$ cat src/rtl/tnn_vote_accumulator.sv
// tnn_vote_accumulator
// Collects tagged neuron fire bits into one saturating vote counter per class.
// At frame end it runs a one-class-per-cycle argmax and offers the winner downstream.
// Ports:
//   clk, rst_n                       clock, asynchronous active-low reset
//   in_valid/in_ready                beat handshake (in_ready registered)
//   in_vote, in_class, in_last       fire bit, class tag, end-of-frame marker
//   out_valid/out_ready              result handshake (out_valid registered)
//   out_class, out_score             winning class and its vote count (registered)
module tnn_vote_accumulator #(
    parameter int unsigned NUM_CLASSES = 7,
    parameter int unsigned CLS_W       = 3,
    parameter int unsigned CNT_W       = 4
) (
    input  logic             clk,
    input  logic             rst_n,
    input  logic             in_valid,
    output logic             in_ready,
    input  logic             in_vote,
    input  logic [CLS_W-1:0] in_class,
    input  logic             in_last,
    output logic             out_valid,
    input  logic             out_ready,
    output logic [CLS_W-1:0] out_class,
    output logic [CNT_W-1:0] out_score
);

    // Scan index must reach NUM_CLASSES itself (the result-commit step).
    localparam int unsigned IDX_W = CLS_W + 1;
    localparam logic [IDX_W-1:0] NUM_CLS_L = IDX_W'(NUM_CLASSES);
    localparam logic [CNT_W-1:0] CNT_MAX   = '1;

    typedef enum logic [1:0] {
        ST_ACCUM = 2'd0,
        ST_SCAN  = 2'd1,
        ST_OUT   = 2'd2
    } state_e;

    state_e           state_q, state_d;
    logic [CNT_W-1:0] cnt_q [NUM_CLASSES];
    logic [CNT_W-1:0] cnt_d [NUM_CLASSES];
    logic [IDX_W-1:0] idx_q, idx_d;
    logic [CLS_W-1:0] best_cls_q, best_cls_d;
    logic [CNT_W-1:0] best_score_q, best_score_d;
    logic [CLS_W-1:0] out_class_q, out_class_d;
    logic [CNT_W-1:0] out_score_q, out_score_d;
    logic             out_valid_q, out_valid_d;
    logic             in_ready_q, in_ready_d;
    logic [CNT_W-1:0] scan_cnt;

    // Next-state, counter update and argmax datapath
    always_comb begin
        state_d      = state_q;
        cnt_d        = cnt_q;
        idx_d        = idx_q;
        best_cls_d   = best_cls_q;
        best_score_d = best_score_q;
        out_class_d  = out_class_q;
        out_score_d  = out_score_q;
        out_valid_d  = out_valid_q;
        in_ready_d   = in_ready_q;
        scan_cnt     = '0;

        case (state_q)
            ST_ACCUM: begin
                if (in_valid && in_ready_q) begin
                    // Out-of-range class tags are consumed without touching any counter.
                    if (in_vote && ({1'b0, in_class} < NUM_CLS_L)) begin
                        if (cnt_q[in_class] != CNT_MAX) begin
                            cnt_d[in_class] = cnt_q[in_class] + CNT_W'(1);
                        end
                    end
                    if (in_last) begin
                        state_d    = ST_SCAN;
                        idx_d      = '0;
                        in_ready_d = 1'b0;
                    end
                end
            end

            ST_SCAN: begin
                if (idx_q < NUM_CLS_L) begin
                    scan_cnt = cnt_q[idx_q[CLS_W-1:0]];
                    // Index 0 seeds the best; strict compare keeps the lowest index on ties.
                    if ((idx_q == '0) || (scan_cnt > best_score_q)) begin
                        best_cls_d   = idx_q[CLS_W-1:0];
                        best_score_d = scan_cnt;
                    end
                    idx_d = idx_q + IDX_W'(1);
                end else begin
                    // Extra step registers the final best into the output holding regs.
                    out_class_d = best_cls_q;
                    out_score_d = best_score_q;
                    out_valid_d = 1'b1;
                    state_d     = ST_OUT;
                end
            end

            ST_OUT: begin
                if (out_valid_q && out_ready) begin
                    for (int i = 0; i < int'(NUM_CLASSES); i++) begin
                        cnt_d[i] = '0;
                    end
                    out_valid_d = 1'b0;
                    in_ready_d  = 1'b1;
                    state_d     = ST_ACCUM;
                end
            end

            default: begin
                for (int i = 0; i < int'(NUM_CLASSES); i++) begin
                    cnt_d[i] = '0;
                end
                out_valid_d = 1'b0;
                in_ready_d  = 1'b1;
                state_d     = ST_ACCUM;
            end
        endcase
    end

    // State and datapath registers
    always_ff @(posedge clk or negedge rst_n) begin
        if (!rst_n) begin
            state_q      <= ST_ACCUM;
            for (int i = 0; i < int'(NUM_CLASSES); i++) begin
                cnt_q[i] <= '0;
            end
            idx_q        <= '0;
            best_cls_q   <= '0;
            best_score_q <= '0;
            out_class_q  <= '0;
            out_score_q  <= '0;
            out_valid_q  <= 1'b0;
            in_ready_q   <= 1'b1;
        end else begin
            state_q      <= state_d;
            cnt_q        <= cnt_d;
            idx_q        <= idx_d;
            best_cls_q   <= best_cls_d;
            best_score_q <= best_score_d;
            out_class_q  <= out_class_d;
            out_score_q  <= out_score_d;
            out_valid_q  <= out_valid_d;
            in_ready_q   <= in_ready_d;
        end
    end

    assign in_ready  = in_ready_q;
    assign out_valid = out_valid_q;
    assign out_class = out_class_q;
    assign out_score = out_score_q;

endmodule
$ cat config.mk
export PLATFORM = sky130hd
export DESIGN_NAME = tnn_vote_accumulator
export DESIGN_NICKNAME = d
export VERILOG_FILES = /design/src/rtl/tnn_vote_accumulator.sv
export SDC_FILE = /design/constraint.sdc
export NUM_CORES = 1
export LEC_CHECK = 0
export ABC_AREA = 0
export CORE_MARGIN = 2
export CORE_UTILIZATION = 40
export CTS_BUF_LIST = sky130_fd_sc_hd__clkbuf_4 sky130_fd_sc_hd__clkbuf_8 sky130_fd_sc_hd__clkbuf_16
export CTS_CLUSTER_SIZE = 10
export DETAILED_ROUTE_END_ITERATION = 10
export PLACE_DENSITY_LB_ADDON = 0.15
export SLEW_MARGIN = 20
export SYNTH_ARGS = -nofsm -noshare
export SYNTH_HDL_FRONTEND = slang
export SYNTH_SLANG_ARGS = --single-unit
export TNS_END_PERCENT = 10
$ cat constraint.sdc
create_clock -name clk -period 6.41 [get_ports clk]
set_input_delay 0.9615 -clock clk [delete_from_list [all_inputs] [get_ports clk]]
set_output_delay 0.9615 -clock clk [all_outputs]
set_load 0.005 [all_outputs]
==> flow_metrics.py <==
metrics = {
    "logic_synthesis": {
        "synth.largest_area_cell": "dfrtp_1",
        "syn_area_sq_um": 2830,
        "ys_ff_latch": 50,
        "ys_seq_area_share_pct": 44.3,
        "synth_cell_types": 49,
        "synthXorXnorAreaFrac_pct": 0.310,
        "synthFlopType": "dfrtp_1",
        "synth_nets": 272,
        "synth_edf_count": 0,
        "avgSynthCellArea_sq_um": 11.0,
        "synthMuxAreaShare_pct": 14.2,
        "synth-adder-area-share_pct": 3.10,
        "synth_top_family_by_area": "compound AO/OA/AOI/OAI gates",
        "yosys.area_share.simple_pct": 12.5,
        "synth_compound_area_share_pct": 21.7,
        "netlist_top_cells_area": "dfrtp_1 43%, mux2_2 6.4%, mux2i_1 4.2%, nor2_1 3.6%, a22o_1 3.4%",
        "async_flop_share_pct": 100,
        "synth_cells": 256,
        "yosys_warnings": 0,
        "yosys.area.top_type_share_pct": 43.4,
    },
    "routing": {
        "drc_errors": 0,
        "wl_per_cell_um": 18.3,
        "drt-initial-drc-count": 97,
        "ant_nets": 0,
        "via_count": 2089,
        "post_drt_via_cell_ratio": 5.69,
        "dr.pass1.iters": 4,
        "drt_wl_total_um": 6700,
    },
    "critical_path": {
        "r2r_cells": 10,
        "worstPathRequired_ps": 6610,
        "crit_arrival_ps": 4220,
        "reg2reg_from": "idx_q[0]$_DFFE_PN0P_",
        "r2r_end": "best_score_q[1]$_DFFE_PN0P_",
        "critPathLaunchType": "input port",
        "worstSetupEndpoint": "cnt_q[22]$_DFFE_PN0P_",
        "worstSetupPathType": "in2reg",
        "cp_max_fo": 19,
        "ff2ff_setup_slack_ps": 2910,
        "worstSetupEndpointType": "register",
        "crit_start": "in_class[2]",
    },
    "clock_network": {
        "cts_tree": "done",
        "holdBufCountCts": 0,
        "cts_num_sinks": 50,
        "post-cts-setup-buffer-count": 0,
        "cts_root_buffer": "clkbuf_8",
        "worstSkewPairLatency_ps": 310,
        "path_clk_slew_ps": 90,
        "ctsHtreeMaxLevel": 2,
        "cts_resized": 0,
        "cts_buffer_depth": 2,
        "numCtsBuffers": 5,
    },
    "placement": {
        "portBuffers": 17,
        "placed_cells": 359,
        "routabilityCongestion": 0.859,
        "place_ws_ps": 2110,
        "post-dp-hpwl_um": 4860,
    },
    "cells_and_area": {
        "nNetsFinal": 286,
        "syn_to_final_growth_pct": 11.2,
        "antennaDiodeCount": 0,
        "drive_gt1_share_pct": 17.0,
        "layout.cells.non_filler": 367,
    },
    "global_route": {
        "antenna_found_initial": 0,
        "grt_start_max_net_pins": 51,
        "grt_pass1_wl_um": 11100,
        "track_usage_pct": 19.2,
        "grt_overflow": 0,
        "grt_pass1_vias": 2075,
    },
    "sta": {
        "final.setup.worst_slack_ps": 2390,
        "skew_ps": 10.1,
        "rsz0062_at_grt": "false",
        "fin_crit_ps": 4020,
        "max-slew-margin-rel_pct": 45.7,
        "worst_pin_slew_ps": 811,
        "fmax_mhz": 249,
        "fin_tns_setup_ps": 0,
        "post-route-period-util_pct": 62.7,
        "finalHoldViolations": 0,
        "setup_viol": 0,
        "drv_slew": 0,
    },
    "power_and_ir_drop": {
        "peakVddDrop_mv": 0.0962,
        "p_per_area_nw_per_um2": 223,
        "p_leak_nw": 1.32,
    },
    "floorplanning": {
        "initial_core_util_pct": 41.4,
        "die-height_um": 88.1,
        "ios": 18,
        "dieWidth_um": 88.1,
        "dieArea_sq_um": 7760,
        "num_rows": 30,
        "core-area_sq_um": 6830,
    },
    "min_path": {
        "hp-class": "reg2reg",
        "min_path_cells": 1,
    },
    "job": {
        "drv_cap": 0,
    },
    "status": {
        "status": "completed",
    },
}
==> metal layers <==
layer	up-vias	track usage [%]	share of wire [%]
li1	989	-	-
met1	1030	28.1	49
met2	55	28.7	44
met3	15	3.49	4.8
met4	0	6.47	2.2
met5	-	0	0
==> cell families (layout without fill, tap and decap cells) <==
family / after synthesis / count (layout)
xor gates and xnor gates: 1 / 1
buffers and inverters: 23 / 38
adders and majority gates: 7 / 7
DFF: 50 / 50
AOI/OAI and AO/OA: 70 / 70
and+or+nand+nor: 72 / 72
muxes: 33 / 33
==> critical path, stage by stage <==
cell and delay (ps):
clkdlybuf4s50_1 970, mux2_1 390, a32o_1 240, a211oi_4 360, inv_1 80, ha_1 200, inv_1 100, or4b_1 410
o211ai_2 220, a22o_1 280
==> registers in the layout (all words and copies together) (netlist names) <==
| register | cells |
|---|---|
| best_cls_q | 3 |
| best_score_q | 4 |
| cnt_q | 28 |
| idx_q | 4 |
| in_ready | 1 |
| out_class | 3 |
| out_score | 4 |
| out_valid | 1 |
| state_q | 2 |
==> report_power, final <==
part           internal [W]  switching (W)  total [W]
registers          0.000334      0.0000458   0.000380
clock network     0.0000816       0.000109   0.000190
logic             0.0000653      0.0000666   0.000132
total              0.000481       0.000221   0.000702
==> how the worst min path moves through the flow <==
| stage | startpoint | endpoint | slack (ps) |
|---|---|---|---|
| floorplan | cnt_q[24]$_DFFE_PN0P_ | cnt_q[24]$_DFFE_PN0P_ | 470 |
| global placement | best_cls_q[0]$_DFFE_PN0P_ | out_class[0]$_DFFE_PN0P_ | 490 |
| detailed placement | best_cls_q[2]$_DFFE_PN0P_ | best_cls_q[2]$_DFFE_PN0P_ | 490 |
| CTS | best_cls_q[2]$_DFFE_PN0P_ | best_cls_q[2]$_DFFE_PN0P_ | 520 |
| global route | out_class[0]$_DFFE_PN0P_ | out_class[0]$_DFFE_PN0P_ | 530 |
| finish | best_cls_q[2]$_DFFE_PN0P_ | best_cls_q[2]$_DFFE_PN0P_ | 510 |
==> cell usage after synthesis, drive strengths merged (4+ instances only) <==
cell type	count
a21oi	13
a22o	11
a32o	8
buf	7
clkbuf	4
dfrtp	49
ha	7
inv	12
mux2	17
mux2i	12
mux4	4
nand2	17
nand2b	4
nor2	27
nor2b	5
o211ai	10
o21ai	5
o2bb2ai	10
==> per-stage QoR <==
step | area (sq um) | utilization, % | hold WS, ps | total power [W]
after floorplan | 2830 | - | 466 | 0.000478
after global placement | 3060 | 44.7 | 491 | 0.000519
after detailed placement | 3060 | 44.7 | 493 | 0.000521
after CTS | 3150 | 46.0 | 515 | 0.000712
after global routing | 3150 | 46.0 | 528 | 0.000745
final | 3150 | 46.0 | 512 | 0.000702
==> cell usage in the layout (no fill, tap or decap), drive strengths merged, types with 6 or more instances in the layout <==
cell type and count:
o211ai 10, a32o 8, mux2 17, nor2 27
clkdlybuf4s50 16, nand2 17, clkbuf 6, ha 7
mux2i 12, a22o 11, a21oi 13, o2bb2ai 10
dfrtp 49, inv 12
==> layout make-up <==
| cell class | instances | area [sq um] |
|---|---|---|
| clock buffer | 6 | 76.3 |
| timing repair buffer | 18 | 173 |
| tap | 96 | 120 |
| sequential | 50 | 1250 |
| inverter | 12 | 45.0 |
| fill | 666 | 3690 |
| clock inverter | 2 | 13.8 |
| multi-input combinational | 183 | 1470 |
(Power assumes the default switching activity.)
